[src/rtl/pcileech_sysctl_pkg.sv]
// System control sequencer package: FSM state encoding and default timing constants.
package pcileech_sysctl_pkg;

  typedef enum logic [2:0] {
    S_RESET    = 3'd0,
    S_REL_COM  = 3'd1,
    S_REL_FIFO = 3'd2,
    S_RUN      = 3'd3,
    S_HELD     = 3'd4
  } sysctl_state_t;

  localparam int unsigned DEF_DEBOUNCE_CYCLES  = 1000000;
  localparam int unsigned DEF_RST_HOLD_CYCLES  = 64;
  localparam int unsigned DEF_STAGE_GAP_CYCLES = 16;
  localparam int unsigned DEF_LONGPRESS_CYCLES = 500000000;  // 5 s at 100 MHz
  localparam int unsigned DEF_BLINK_BIT        = 24;
  localparam int unsigned DEF_BLINK_WINDOW_BIT = 27;

endpackage

[src/rtl/pcileech_btn_debounce.sv]
// Button conditioner: 2-flop synchronizer followed by a debounce counter.
// Ports:
//   clk          system clock
//   rst_n        synchronous active-low reset (holds the button "released")
//   btn_raw_n    raw asynchronous button, active low
//   btn_pressed  debounced button state, active high
module pcileech_btn_debounce
  import pcileech_sysctl_pkg::*;
#(
  parameter int unsigned DEBOUNCE_CYCLES = DEF_DEBOUNCE_CYCLES
) (
  input  logic clk,
  input  logic rst_n,
  input  logic btn_raw_n,
  output logic btn_pressed
);

  localparam int unsigned CntW = $clog2(DEBOUNCE_CYCLES) + 1;

  logic            sync1_q, sync2_q;
  logic            pressed_q, pressed_d;
  logic [CntW-1:0] cnt_q, cnt_d;
  logic            sample_pressed;

  assign sample_pressed = ~sync2_q;

  // Count consecutive samples that disagree with the debounced state; any agreeing
  // sample restarts the count.
  always_comb begin
    pressed_d = pressed_q;
    cnt_d     = '0;
    if (sample_pressed != pressed_q) begin
      if (cnt_q == CntW'(DEBOUNCE_CYCLES - 1)) begin
        pressed_d = sample_pressed;
      end else begin
        cnt_d = cnt_q + 1'b1;
      end
    end
  end

  always_ff @(posedge clk) begin
    if (!rst_n) begin
      sync1_q   <= 1'b1;
      sync2_q   <= 1'b1;
      pressed_q <= 1'b0;
      cnt_q     <= '0;
    end else begin
      sync1_q   <= btn_raw_n;
      sync2_q   <= sync1_q;
      pressed_q <= pressed_d;
      cnt_q     <= cnt_d;
    end
  end

  assign btn_pressed = pressed_q;

endmodule

[src/rtl/pcileech_sysctl_seq.sv]
// System reset/button sequencer. Releases staged resets COM -> FIFO -> PCIe, holds all
// resets while the reset button is pressed, pulses cfg_reload on a long press and
// drives the power-on LED blink.
// Ports:
//   clk, rst_n       clock and synchronous active-low reset
//   user_sw_rst_n    raw reset button (async, active low)
//   user_sw_led_n    raw LED-invert button (async, active low)
//   rst_com/fifo/pcie active-high staged resets
//   cfg_reload       single-cycle config reload request
//   led_pwronblink   LED invert/blink level
//   seq_ready        high only in S_RUN
//   seq_state        current FSM state (debug)
module pcileech_sysctl_seq
  import pcileech_sysctl_pkg::*;
#(
  parameter int unsigned DEBOUNCE_CYCLES  = DEF_DEBOUNCE_CYCLES,
  parameter int unsigned RST_HOLD_CYCLES  = DEF_RST_HOLD_CYCLES,
  parameter int unsigned STAGE_GAP_CYCLES = DEF_STAGE_GAP_CYCLES,
  parameter int unsigned LONGPRESS_CYCLES = DEF_LONGPRESS_CYCLES,
  parameter int unsigned BLINK_BIT        = DEF_BLINK_BIT,
  parameter int unsigned BLINK_WINDOW_BIT = DEF_BLINK_WINDOW_BIT
) (
  input  logic       clk,
  input  logic       rst_n,
  input  logic       user_sw_rst_n,
  input  logic       user_sw_led_n,
  output logic       rst_com,
  output logic       rst_fifo,
  output logic       rst_pcie,
  output logic       cfg_reload,
  output logic       led_pwronblink,
  output logic       seq_ready,
  output logic [2:0] seq_state
);

  localparam int unsigned StageMax = (RST_HOLD_CYCLES > STAGE_GAP_CYCLES) ?
                                     RST_HOLD_CYCLES : STAGE_GAP_CYCLES;
  localparam int unsigned CntW  = $clog2(StageMax) + 1;
  localparam int unsigned HoldW = $clog2(LONGPRESS_CYCLES) + 1;
  localparam int unsigned UpW   = BLINK_WINDOW_BIT + 1;

  logic sw_rst_pressed, sw_led_pressed;

  pcileech_btn_debounce #(
    .DEBOUNCE_CYCLES(DEBOUNCE_CYCLES)
  ) u_db_rst (
    .clk        (clk),
    .rst_n      (rst_n),
    .btn_raw_n  (user_sw_rst_n),
    .btn_pressed(sw_rst_pressed)
  );

  pcileech_btn_debounce #(
    .DEBOUNCE_CYCLES(DEBOUNCE_CYCLES)
  ) u_db_led (
    .clk        (clk),
    .rst_n      (rst_n),
    .btn_raw_n  (user_sw_led_n),
    .btn_pressed(sw_led_pressed)
  );

  sysctl_state_t    state_q, state_d;
  logic [CntW-1:0]  cnt_q, cnt_d;
  logic [HoldW-1:0] hold_q, hold_d;
  logic [UpW-1:0]   uptime_q, uptime_d;
  logic             cfg_d, led_d;
  logic             rst_com_q, rst_fifo_q, rst_pcie_q, cfg_q, led_q, ready_q;

  always_comb begin
    state_d = state_q;
    cnt_d   = cnt_q + 1'b1;
    hold_d  = hold_q;
    cfg_d   = 1'b0;
    unique case (state_q)
      S_RESET: begin
        if (cnt_q == CntW'(RST_HOLD_CYCLES - 1)) begin
          state_d = S_REL_COM;
          cnt_d   = '0;
        end
      end
      S_REL_COM: begin
        if (cnt_q == CntW'(STAGE_GAP_CYCLES - 1)) begin
          state_d = S_REL_FIFO;
          cnt_d   = '0;
        end
      end
      S_REL_FIFO: begin
        if (cnt_q == CntW'(STAGE_GAP_CYCLES - 1)) begin
          state_d = S_RUN;
          cnt_d   = '0;
        end
      end
      S_RUN: begin
        cnt_d = '0;
      end
      S_HELD: begin
        cnt_d = '0;
        // hold_q saturates at LONGPRESS_CYCLES, so the terminal compare matches once.
        if (hold_q != HoldW'(LONGPRESS_CYCLES)) begin
          hold_d = hold_q + 1'b1;
        end
        if (sw_rst_pressed && hold_q == HoldW'(LONGPRESS_CYCLES - 1)) begin
          cfg_d = 1'b1;
        end
        if (!sw_rst_pressed) begin
          state_d = S_RESET;
          hold_d  = '0;
        end
      end
      default: begin
        state_d = S_RESET;
        cnt_d   = '0;
      end
    endcase
    // A press wins over any stage transition due this cycle.
    if (sw_rst_pressed && state_q != S_HELD) begin
      state_d = S_HELD;
      cnt_d   = '0;
      hold_d  = '0;
    end
  end

  always_comb begin
    uptime_d = uptime_q;
    if (state_d == S_HELD) begin
      uptime_d = '0;
    end else if (!uptime_q[BLINK_WINDOW_BIT]) begin
      uptime_d = uptime_q + 1'b1;
    end
    led_d = sw_led_pressed ^ (uptime_q[BLINK_BIT] & ~uptime_q[BLINK_WINDOW_BIT]);
  end

  // Outputs are registered from the next state so they change on the same edge as it.
  always_ff @(posedge clk) begin
    if (!rst_n) begin
      state_q    <= S_RESET;
      cnt_q      <= '0;
      hold_q     <= '0;
      uptime_q   <= '0;
      rst_com_q  <= 1'b1;
      rst_fifo_q <= 1'b1;
      rst_pcie_q <= 1'b1;
      cfg_q      <= 1'b0;
      led_q      <= 1'b0;
      ready_q    <= 1'b0;
    end else begin
      state_q    <= state_d;
      cnt_q      <= cnt_d;
      hold_q     <= hold_d;
      uptime_q   <= uptime_d;
      rst_com_q  <= (state_d == S_RESET) || (state_d == S_HELD);
      rst_fifo_q <= (state_d == S_RESET) || (state_d == S_HELD) || (state_d == S_REL_COM);
      rst_pcie_q <= (state_d != S_RUN);
      cfg_q      <= cfg_d;
      led_q      <= led_d;
      ready_q    <= (state_d == S_RUN);
    end
  end

  assign rst_com        = rst_com_q;
  assign rst_fifo       = rst_fifo_q;
  assign rst_pcie       = rst_pcie_q;
  assign cfg_reload     = cfg_q;
  assign led_pwronblink = led_q;
  assign seq_ready      = ready_q;
  assign seq_state      = state_q;

endmodule

[config.mk]
export PLATFORM = sky130hd
export DESIGN_NAME = pcileech_sysctl_seq
export DESIGN_NICKNAME = d
export VERILOG_FILES = /design/src/rtl/pcileech_sysctl_pkg.sv /design/src/rtl/pcileech_btn_debounce.sv /design/src/rtl/pcileech_sysctl_seq.sv
export SDC_FILE = /design/constraint.sdc
export NUM_CORES = 1
export LEC_CHECK = 0
export BUFFER_PORTS_ARGS = -buffer_cell sky130_fd_sc_hd__buf_2
export CAP_MARGIN = 30
export CORE_ASPECT_RATIO = 2
export CORE_MARGIN = 1.5
export CORE_UTILIZATION = 50
export DETAILED_ROUTE_END_ITERATION = 8
export GPL_ROUTABILITY_DRIVEN = 0
export GPL_TIMING_DRIVEN = 0
export MAX_ROUTING_LAYER = met4
export PLACE_DENSITY = 0.68
export SYNTH_ARGS = -nofsm -noshare
export SYNTH_HDL_FRONTEND = slang
export SYNTH_SLANG_ARGS = --single-unit
[constraint.sdc]
create_clock -name clk -period 2.15 [get_ports clk]
set_clock_uncertainty 0.05 [all_clocks]
set_input_delay 0.43 -clock clk [delete_from_list [all_inputs] [get_ports clk]]
set_output_delay 0.43 -clock clk [all_outputs]
set_load 0.1 [all_outputs]
## Word-level counts from Yosys, hierarchy flattened

Cells that the tools add are included.

| word-level totals | value |
|---|---|
| output and inout bits | 9 |
| logic and storage cells | 78 |
| input bits | 4 |
| register bits | 122 |

| operators by class | value |
|---|---|
| reductions and logical operators | 15 |
| multiplexer cells | 13 |
| add/sub/neg operators | 5 |
| bitwise gates (word level) | 8 |
| eq/ne operators | 18 |

Operator list:

| operator | count |
|---|---|
| $mux W30 | 2 |
| $add A21 B1 Y21 const B | 2 |
| $eq A21 B20 Y1 const B | 2 |
| $add A30 B1 Y30 const B | 1 |
| $eq A30 B29 Y1 const B | 1 |
| $ne A30 B29 Y1 const B | 1 |
| $add A28 B1 Y28 const B | 1 |
| $mux W28 | 1 |
| $mux W3 | 5 |
| $pmux W3 S5 | 1 |
| $mux W7 | 2 |
| $pmux W7 S2 | 1 |
| $eq A3 B2 Y1 const B | 3 |
| $reduce_and A2 Y1 | 4 |
| $add A7 B1 Y7 const B | 1 |
| $eq A7 B4 Y1 const B | 1 |
| $eq A7 B6 Y1 const B | 1 |
| $eq A3 B1 Y1 const B | 2 |
| $eq A3 B3 Y1 const B | 2 |
| $logic_not A3 Y1 | 2 |
| $not A1 Y1 | 6 |
| $reduce_or A2 Y1 | 3 |
| $reduce_or A3 Y1 | 2 |
| $ne A3 B2 Y1 const B | 1 |
| other kinds (8) | 11 |

## Longest topological paths before layout

Gate-level depths: netlist of run 1.

| depth | value |
|---|---|
| depth after elaboration | 7 |
| gate-level depth with buffers | 8 |
| depth with buffers taken out | 6 |

## Cells and area by module

Synthesis of run 1 repeated with hierarchy kept, for this count alone.

| unflattened totals | value |
|---|---|
| cells, all modules | 631 |
| area, all modules | 5575.3 sq um |

By module, submodules not included:

| module | cells an instance | times used | seq. area each (sq um) | area each (sq um) |
|---|---|---|---|---|
| pcileech_sysctl_seq | 395 | 1 | 1481.4 | 3388.2 |
| pcileech_btn_debounce | 118 | 2 | 480.5 | 1093.5 |

## Least setup slack after synthesis of run 1

No wires, ideal clock.

| timing | value |
|---|---|
| path type | register -> register |
| start | register state_q[2], in the netlist seq_state[2] |
| end | register hold_q[28] |
| setup time | 71 ps |
| clock period less this slack | 2622 ps |
| cell stages (with the launch flop) | 7 |
| required time | 2029 ps |
| slack | -472 ps |
| arrival | 2501 ps |
| path buffers | 1 |
| path through | dfxtp_1 -> or3b_1 -> buf_6 -> nor4_4 -> nand4_2 -> or3_1 -> a21oi_1 |

| on the way | value |
|---|---|
| cells in the longest elaborated chain, start to end | 3 |
| elaborated cells between the ends (all ways) | 5 |
| those cells by class | eq/ne (2); reduce/logical (3) |

RTL lines:

| what | line | text |
|---|---|---|
| start: declaration | pcileech_sysctl_seq.sv:62 | `sysctl_state_t state_q, state_d;` |
| start signal: assignment | pcileech_sysctl_seq.sv:147 | `state_q <= state_d;` |
| $ne A3 B3 Y1 | pcileech_sysctl_seq.sv:116 | `if (sw_rst_pressed && state_q != S_HELD) begin` |
| $logic_and A1 B1 Y1 | pcileech_sysctl_seq.sv:116 |  |
| $reduce_or A2 Y1 (no line) | n/a |  |
| end signal: assignment | pcileech_sysctl_seq.sv:149 | `hold_q <= hold_d;` |
| end: declaration | pcileech_sysctl_seq.sv:64 | `logic [HoldW-1:0] hold_q, hold_d;` |

Parallel ways exist; a longest one is shown, timed or not.
A chain may end at the register's enable or synchronous reset.

## Worst setup path after layout of run 1

| timing | value |
|---|---|
| start | register state_q[0], in the netlist seq_state[0] |
| end | register hold_q[28] |

The elaborated chain is that of the path after synthesis.

==> results of run 1 <==
==> logic make-up after synthesis <==
logic type,Yosys count,synth area share [%]
AO/OA/AOI/OAI,17,1.99
XOR/XNOR,96,15.9
adder cells (fa/ha/maj),6,1.42
buffers and inverters,31,2.56
flip-flops,122,46.3
multiplexers,6,1.14
AND/OR/NAND/NOR,319,30.7
==> how the worst max path moves through the flow <==
stage,startpoint,to,cells past startpoint
after CTS,u_db_led.cnt_q[0],u_db_led.cnt_q[17],8
after global placement,uptime_q[2],uptime_q[23],6
final,seq_state[0],hold_q[28],7
after global routing,seq_state[0],hold_q[28],7
after floorplan,seq_state[1],hold_q[28],7
after detailed placement,uptime_q[2],uptime_q[23],6
==> area by class of cell <==
cell class / count / area, um2 / area share (%)
Multi-Input combinational cell: 444 / 2770 / 44.5
Sequential cell: 122 / 2450 / 39.5
Clock buffer: 22 / 474 / 7.63
Tap cell: 135 / 169 / 2.72
Clock inverter: 8 / 119 / 1.91
Timing Repair Buffer: 17 / 97.6 / 1.57
Buffer: 16 / 87.6 / 1.41
Inverter: 13 / 48.8 / 0.785
==> power breakdown <==
| part | internal (W) | switching, W |
|---|---|---|
| sequential | 0.00227 | 0.0000117 |
| combinational | 0.0000227 | 0.0000493 |
| clock | 0.00189 | 0.000965 |
| total | 0.00419 | 0.00103 |
==> through the flow <==
step                area (um2)  worst slack [ns]
floorplan                 5290           0.00766
global placement          5520            -0.194
detailed placement        5520            -0.299
CTS                       6140           -0.0163
global route              6220           -0.0180
finish                    6220            0.0453
==> state kept, by name (all words and copies together), names as in the netlist, 3 cells and up <==
register	flops
cnt_q	7
hold_q	30
seq_state	3
u_db_led.cnt_q	21
u_db_rst.cnt_q	21
uptime_q	28
==> metal layers <==
metal  part of all wire [%]  routed length (um)  track usage, %  up-vias
li1                       -                   -               -     2101
met3                    2.3                 246            5.62       18
met2                     57                6030            38.5       47
met4                    1.8                 195            7.50        0
met1                     39                4090            19.4     1998
met5                      0                   0               -        -
==> what timing repair did <==
action                     4_1_cts  5_1_grt
cloned                           0        0
resized for setup                6       12
setup endpoints to repair       62       74
pin swaps                        1        7
setup buffers                    0        5
==> Yosys cell counts, types with 7 or more instances <==
cell / count / area, um2
nor3_1: 13 / 65.1
and2_1: 7 / 43.8
xnor2_1: 31 / 272
inv_1: 13 / 48.8
and4_1: 10 / 87.6
nand3_1: 39 / 195
nor2_1: 123 / 462
nand2_1: 41 / 154
xor2_1: 65 / 569
clkbuf_1: 10 / 37.5
nor4_1: 12 / 75.1
and3_1: 9 / 56.3
dfxtp_1: 122 / 2440
nand4_1: 34 / 213
a21oi_1: 7 / 35.0
==> metrics.txt, run 1 <==
number of synthesized flops with an enable pin 0; post-synthesis sequential area ratio a little under half; Worst-Skew Late Latency a little over 0.4 ns; sinks on the clock net ~120; via density per instance 5.36; Syn Nets 607; fin crit share a little over nine tenths; Leakage 2.21 nW; reg-to-reg slack, setup 0.05 ns; crit end category flop; Worst Hold Path EP u_db_led.sync1_q; # port buffers 12; final hold violation count 0; r2r worst-path depth 7; drt first pass iters 4; vias in the first global route slightly above 4000; final layout net count approximately 640; cell family with most CP delay simple AND/OR/NAND/NOR gates; routed via count 4164; WP buf/inv 2; fillers about 900; DP HPWL around 7.3 mm; Startpoint Class flop; initial core utilization ~52%; status finished clean; Avg WL per Cell about 14 um; first-pass GRT wire length about 18 mm; post-route non-filler standard cell count a little under 800; die area approximately 11000 um2; clock slew at reported path FFs approximately 0.050 ns; Peak VDD IR about 0.6 mV; pins over their slew limit 0; DRT antenna net count 0; Setup violations, final 0; cells along the critical path buf_6 > or3b_4 > buf_8 > nor4_4 > nand4_2 > or3_1 > a21oi_1; Ys Warns 0; post-route minimum period ~2.1 ns; largest net degree at the start of global routing 17; CTS Buf Count 17; commonest cells after routing, fill and taps aside 123 x nor2_1, 119 x dfxtp_1, 65 x xor2_1; leading cell type in the layout, fill and taps excluded nor2_1; total congestion overflow 0; Fmax between 400 and 500 MHz; die height ~150 um; cell count after placement roughly 740; Worst Path Required ~2.4 ns; DRC violation count after routing 0; Crit Reg-Reg Startpoint seq_state[0]; gr usage total roughly a fifth; Die Wd 75.6 um; initial DRC count around 190; clock buffer depth 2; area grow syn2layout 17.8%; capturing point of the worst reg2reg path hold_q[28]; count of cell types in the netlist slightly above 40; WHS Path Cells 2; Hold Slack 0.153 ns; CP Class reg2reg; CTS Root Buffer Type clkbuf_16; initial antenna violation count 0; CTS H-tree lvls 4; Hold Path Class in2reg; io pins 13; Syn Std Cell Area around 5300 um2; Setup TNS Final 0 ns; Max stage delay on crit path about 0.37 ns; maximum capacitance violations 0; hold path start user_sw_led_n; PnR Total Power between 0.005 and 0.006 W; Util after Layout between 60 and 70%; Post-CTS Hold Buffers 0; diodes inserted 0; Mapped Cells between 500 and 600; Cell Rows 52; Slew HR 52.7%; Async SR Flop Fraction 0%; main flop type after synthesis dfxtp_1; fraction of layout cells with a size suffix above 1 between 10% and 20%; Critical Path AT ~2.4 ns; mean post-synth cell area around 8.8 um2; Worst path slowest cell or3b_4; CP max FO 9; Routed WL around 11 mm; Pwr per Cell Area 839 nW/um2; Slew @ Worst Pin roughly 0.7 ns; register bit count reported by yosys between 100 and 150; CTS tree built; core footprint between 10000 and 15000 um2
No activity file was read; power rests on OpenSTA's default activity.
==> run 2, diff against run 1 <==
Settings changed: PLACE_DENSITY 0.68 to 0.65.
Clock period 2.15 ns to 2.1 ns, I/O delays scaled along.
==> run 2 against run 1 <==
Compared with the run above: flip-flop and latch count stayed put; non-clock buffer count is 9 higher; core utilization is 1.5 points higher; final area is 2.5% higher; first-iteration DRC count is 2.1% lower; power is 4.4% higher; combinational power is 5.6% higher; largest power group unchanged.
==> metrics.txt, run 2 (synthesis gave the netlist of run 1 again) <==
r2r worst-path depth 5 (was 7); initial antenna violation count 0 (unchanged); Startpoint Class flop (unchanged); status finished clean (unchanged); area grow syn2layout 20.7% (was 17.8%); # port buffers 12 (unchanged); CTS Root Buffer Type clkbuf_16 (unchanged); fraction of layout cells with a size suffix above 1 13.2% (was 10.4%); WHS Path Cells 2 (unchanged); DP HPWL 7.55 mm (was 7.34 mm); Reg power frac 43.0% (was 43.8%); RSZ-0062 raised after global routing yes; Setup TNS Final 0 ns (unchanged); capturing point of the worst reg2reg path hold_q[2] (was hold_q[28]); Hold Path Class in2reg (unchanged); die area 11200 um2 (unchanged); post-route minimum period 2.10 ns (about the same); clock slew at reported path FFs 0.05 ns (about the same); via density per instance 5.35 (was 5.36); die height 148 um (unchanged); final layout net count 650 (was 641); Worst-Skew Late Latency 0.41 ns (about the same); gr usage total 21.9% (was 20.8%); Avg WL per Cell 14.0 um (was 13.6 um); initial DRC count 184 (was 188); Critical Path AT 2.33 ns (was 2.39 ns); commonest cells after routing, fill and taps aside 122 x nor2_1, 118 x dfxtp_1, 65 x xor2_1 (was 123 x nor2_1, 119 x dfxtp_1, 65 x xor2_1); Fmax 476 MHz (was 475 MHz); fin area 6370 um2 (was 6220 um2); first-pass GRT wire length 18.6 mm (was 17.5 mm); pins over their slew limit 0 (unchanged); crit end category flop (unchanged); leading cell type in the layout, fill and taps excluded nor2_1 (unchanged); Crit Reg-Reg Startpoint u_db_rst.btn_pressed (was seq_state[0]); switching power 0.00105 W (was 0.00103 W); largest net degree at the start of global routing 17 (unchanged); Routed WL 11.0 mm (was 10.6 mm); Peak VDD IR 0.731 mV (was 0.616 mV); hold path start user_sw_led_n (unchanged); Post-CTS Hold Buffers 0 (unchanged); max reg flops 30 (unchanged); pre-CTS setup slack -0.270 ns (was -0.299 ns); clock share of power 55.6% (was 54.8%); vias in the first global route 4269 (was 4110); Leakage 2.29 nW (was 2.21 nW); Worst Path Required 2.33 ns (was 2.44 ns); sinks on the clock net 122 (unchanged); drt first pass iters 4 (unchanged); Regs by FF count hold_q: 30 flops, uptime_q: 28 flops (unchanged); CTS H-tree lvls 4 (unchanged); clock buffer depth 2 (unchanged); Setup WS post-layout 0.000219 ns (was 0.0453 ns); Util after Layout 62.4% (was 60.9%); Switching Fraction 19.2% (was 19.7%); Most flops, register hold_q (unchanged); CP Class reg2reg (unchanged); fin crit share 100% (was 97.9%); CTS tree built (unchanged); CP max FO 6 (was 9); combinational power share 1.4% (about the same); initial core utilization 51.7% (unchanged); Die Wd 75.6 um (unchanged); io pins 13 (unchanged); maximum capacitance violations 0 (unchanged); final hold violation count 0 (unchanged); Cell Rows 52 (unchanged); Slew @ Worst Pin 0.661 ns (was 0.707 ns); Worst Hold Path EP u_db_led.sync1_q (unchanged); Pwr per Cell Area 855 nW/um2 (was 839 nW/um2); total congestion overflow 0 (unchanged); reg-to-reg slack, setup 0.0002 ns (was 0.05 ns); CTS Buf Count 17 (unchanged); diodes inserted 0 (unchanged); Setup violations, final 0 (unchanged); Slew HR 55.8% (was 52.7%); routed via count 4216 (was 4164); Internal 0.00440 W (was 0.00419 W); DRC violation count after routing 0 (unchanged); DRT antenna net count 0 (unchanged); Post-DP Area 5520 um2 (about the same); core footprint 10200 um2 (unchanged)
## run 2: cell count changes in the layout (fill, tap and decap cells not counted), sizes merged
cell,delta
buf,+8
clkbuf,+4
clkinv,-1
## run 2: layout make-up
type,count,area [um2]
timing repair buffer,26,165
inverter,13,48.8
clock buffer,25,515
tap,135,169
fill,909,3840
sequential,122,2450
buffer,16,85.1
multi-input combinational,444,2820
clock inverter,7,110
## run 2: routing by layer
layer | global-route usage (%) | share of wire (%) | vias up
li1 | - | - | 2118
met1 | 21.5 | 38 | 2011
met2 | 39.6 | 57 | 58
met3 | 4.61 | 2.1 | 29
met4 | 9.73 | 2.6 | 0
met5 | - | 0 | -
## run 2: worst max path at each step
stage | start | end | slack, ns | depth (start not counted)
after floorplan | seq_state[0] | hold_q[28] | -0.02 | 7
after global placement | uptime_q[2] | uptime_q[23] | -0.28 | 6
after detailed placement | uptime_q[2] | uptime_q[23] | -0.27 | 6
after CTS | seq_state[0] | hold_q[28] | 0.002 | 7
after global routing | u_db_rst.btn_pressed | hold_q[2] | -0.11 | 5
final | u_db_rst.btn_pressed | hold_q[2] | 0.0002 | 5
## run 2: power by group through the flow
| stage | combinational [W] | clock (W) | sequential [W] |
|---|---|---|---|
| 4_1_cts | 0.0000759 | 0.00308 | 0.00234 |
| 6_report | 0.0000760 | 0.00303 | 0.00234 |
| 5_1_grt | 0.0000856 | 0.00317 | 0.00234 |
| 3_5_place_dp | 0.0000742 | 0 | 0.00239 |
| 2_1_floorplan | 0.0000530 | 0 | 0.00239 |
| 3_3_place_gp | 0.0000724 | 0 | 0.00239 |
## run 2: per-stage QoR
step                total power, W  cells  hold WS, ns
global route               0.00560    788        0.162
global placement           0.00246    744        0.343
floorplan                  0.00244    597        0.336
finish                     0.00545    788        0.164
detailed placement         0.00246    744        0.348
CTS                        0.00550    776        0.151
## run 2: worst max-delay path, cell delays in order (launching register included)
cell and delay, ns:
dfxtp_1 0.44, nor4b_1 0.34, nand4_1 0.27, o311ai_0 0.61, xor2_1 0.21, nor2_1 0.05
## run 2: what timing repair did
action,CTS,global route
resized for setup,10,23
pin swaps,3,7
endpoints found under the setup margin,52,69
buffers inserted,0,14
==> run 3, diff against run 2 <==
Settings changed: CTS_BUF_LIST from default to sky130_fd_sc_hd__clkbuf_4, HOLD_SLACK_MARGIN from default to 0.1.
==> run 3 against run 2 <==
Compared with the run above: hold slack better by 0.018 ns; largest cell class unchanged; cell count up 0.13%; largest power group is now sequential cells; flip-flop and latch count did not move; via count decreased by 0.14%; highest routed layer unchanged; maximum frequency up 0.64%; sequential power barely moved; combinational power grew 3.4%.
==> metrics.txt, run 3 (synthesis gave the netlist of run 1 again) <==
status finished clean (unchanged); Setup WS post-layout 0.0135 ns (was 0.000219 ns); gr usage total 21.2% (was 21.9%); pre-CTS setup slack -0.270 ns (unchanged); Reg power frac 57.7% (was 43.0%); M1 WL 4.17 mm (was 4.23 mm); clock buffer depth 2 (unchanged); sinks on the clock net 122 (unchanged); clock share of power 40.4% (was 55.6%); clock slew at reported path FFs 0.10 ns (was 0.05 ns); PnR Total Power 0.00405 W (was 0.00545 W); initial DRC count 123 (was 184); crit end category flop (unchanged); Switching Fraction 21.7% (was 19.2%); Worst Path Required 2.50 ns (was 2.33 ns); largest net degree at the start of global routing 17 (unchanged); switching power 0.000879 W (was 0.00105 W); Slew @ Worst Pin 0.666 ns (was 0.661 ns); Avg WL per Cell 13.5 um (was 14.0 um); Regs by FF count hold_q: 30 flops, uptime_q: 28 flops (unchanged); Slew HR 55.4% (was 55.8%); Peak VDD IR 0.726 mV (was 0.731 mV); Internal 0.00317 W (was 0.00440 W); Cell Rows 52 (unchanged); reg-to-reg slack, setup 0.01 ns (was 0.0002 ns); final layout net count 650 (unchanged); r2r worst-path depth 5 (unchanged); total congestion overflow 0 (unchanged); routed via count 4210 (was 4216); fin crit share 99.4% (was 100%); vias in the first global route 4177 (was 4269); CTS Buf Count 17 (unchanged); initial core utilization 51.7% (unchanged); Util after Layout 58.9% (was 62.4%); Crit Reg-Reg Startpoint seq_state[1] (was u_db_rst.btn_pressed); CTS Root Buffer Type clkbuf_4 (was clkbuf_16); Leakage 2.12 nW (was 2.29 nW); Startpoint Class flop (unchanged); commonest cells after routing, fill and taps aside 123 x nor2_1, 115 x dfxtp_1, 65 x xor2_1 (was 122 x nor2_1, 118 x dfxtp_1, 65 x xor2_1); leading cell type in the layout, fill and taps excluded nor2_1 (unchanged); Setup violations, final 0 (unchanged); io pins 13 (unchanged); capturing point of the worst reg2reg path hold_q[28] (was hold_q[2]); post-route non-filler standard cell count 789 (was 788); DP HPWL 7.55 mm (unchanged); pins over their slew limit 0 (unchanged); die height 148 um (unchanged); Routed WL 10.6 mm (was 11.0 mm); post-route minimum period 2.09 ns (was 2.10 ns); core footprint 10200 um2 (unchanged); CP max FO 6 (unchanged); via density per instance 5.34 (was 5.35); Critical Path AT 2.49 ns (was 2.33 ns); DRC violation count after routing 0 (unchanged); Fmax 479 MHz (was 476 MHz); drt first pass iters 4 (unchanged); Most flops, register hold_q (unchanged); first-pass GRT wire length 18.0 mm (was 18.6 mm); Post-DP Area 5520 um2 (unchanged); RSZ-0062 raised after global routing yes (unchanged); met2 WL post-DR 5.98 mm (was 6.28 mm); end point of the critical path hold_q[28] (was hold_q[2]); cell count after placement 744 (unchanged); CTS H-tree lvls 4 (unchanged); Worst-Skew Late Latency 0.51 ns (was 0.41 ns); CP Class reg2reg (unchanged); wire length on met3 271 um (was 234 um); die area 11200 um2 (unchanged); DRT antenna net count 0 (unchanged); Pwr per Cell Area 673 nW/um2 (was 855 nW/um2); combinational power share 1.9% (was 1.4%); # port buffers 12 (unchanged); initial antenna violation count 1 (was 0); fraction of layout cells with a size suffix above 1 12.4% (was 13.2%); CP startpoint seq_state[1] (was u_db_rst.btn_pressed); maximum capacitance violations 0 (unchanged); max reg flops 30 (unchanged); Hold Path Class in2reg (unchanged); final hold violation count 0 (unchanged); top routing layer in use met4 (unchanged); Die Wd 75.6 um (unchanged); fin area 6010 um2 (was 6370 um2); area grow syn2layout 13.9% (was 20.7%); CTS tree built (unchanged)
-- run 3: worst min-delay path by stage --
| stage | startpoint | to | slack [ns] | cells past startpoint |
|---|---|---|---|---|
| 2_1_floorplan | u_db_led.sync1_q | u_db_led.sync2_q | 0.34 | 1 |
| 3_3_place_gp | u_db_led.sync1_q | u_db_led.sync2_q | 0.34 | 1 |
| 3_5_place_dp | u_db_led.sync1_q | u_db_led.sync2_q | 0.35 | 1 |
| 4_1_cts | rst_n | u_db_rst.cnt_q[15] | 0.14 | 3 |
| 5_1_grt | rst_n | u_db_rst.cnt_q[15] | 0.18 | 3 |
| 6_report | rst_n | u_db_rst.cnt_q[15] | 0.18 | 3 |
-- run 3: power groups by stage --
stage	registers [W]	logic [W]	clock network, W
floorplan	0.00239	0.0000530	0
global placement	0.00239	0.0000724	0
detailed placement	0.00239	0.0000742	0
CTS	0.00234	0.0000781	0.00169
global route	0.00234	0.0000883	0.00179
finish	0.00234	0.0000786	0.00164
-- run 3: critical path, stage by stage (launching register included) --
cell and delay [ns]:
dfxtp_4 0.37, or3b_4 0.47, nor4_4 0.42, nand4_2 0.18
or3_4 0.40, a21oi_2 0.12
-- run 3: stage by stage --
| stage | hold WS (ns) | setup TNS, ns |
|---|---|---|
| floorplan | 0.336 | -0.0174 |
| global placement | 0.343 | -4.80 |
| detailed placement | 0.348 | -5.16 |
| CTS | 0.142 | 0 |
| global route | 0.178 | -0.0625 |
| finish | 0.182 | 0 |
-- run 3: cell type report --
type	instances	area, um2
buffer	15	73.8
tap	135	169
inverter	13	48.8
sequential	122	2460
timing repair buffer	27	178
antenna	1	2.50
clock inverter	13	133
fill	970	4200
clock buffer	19	143
multi-input combinational	444	2810
-- run 3: per-layer routing --
layer	up-vias	global-route usage, %
met1	1982	21.1
met4	0	9.29
met3	24	5.15
met5	-	-
met2	70	37.5
li1	2134	-
-- run 3: timing repair --
item                                    CTS  global route
pin swaps                                 2             9
hold buffers                              2             0
setup buffers                             0            13
endpoints found under the hold margin     2             0
endpoints found under the setup margin   52            73
resized for setup                        10            23
gates cloned                              0             0
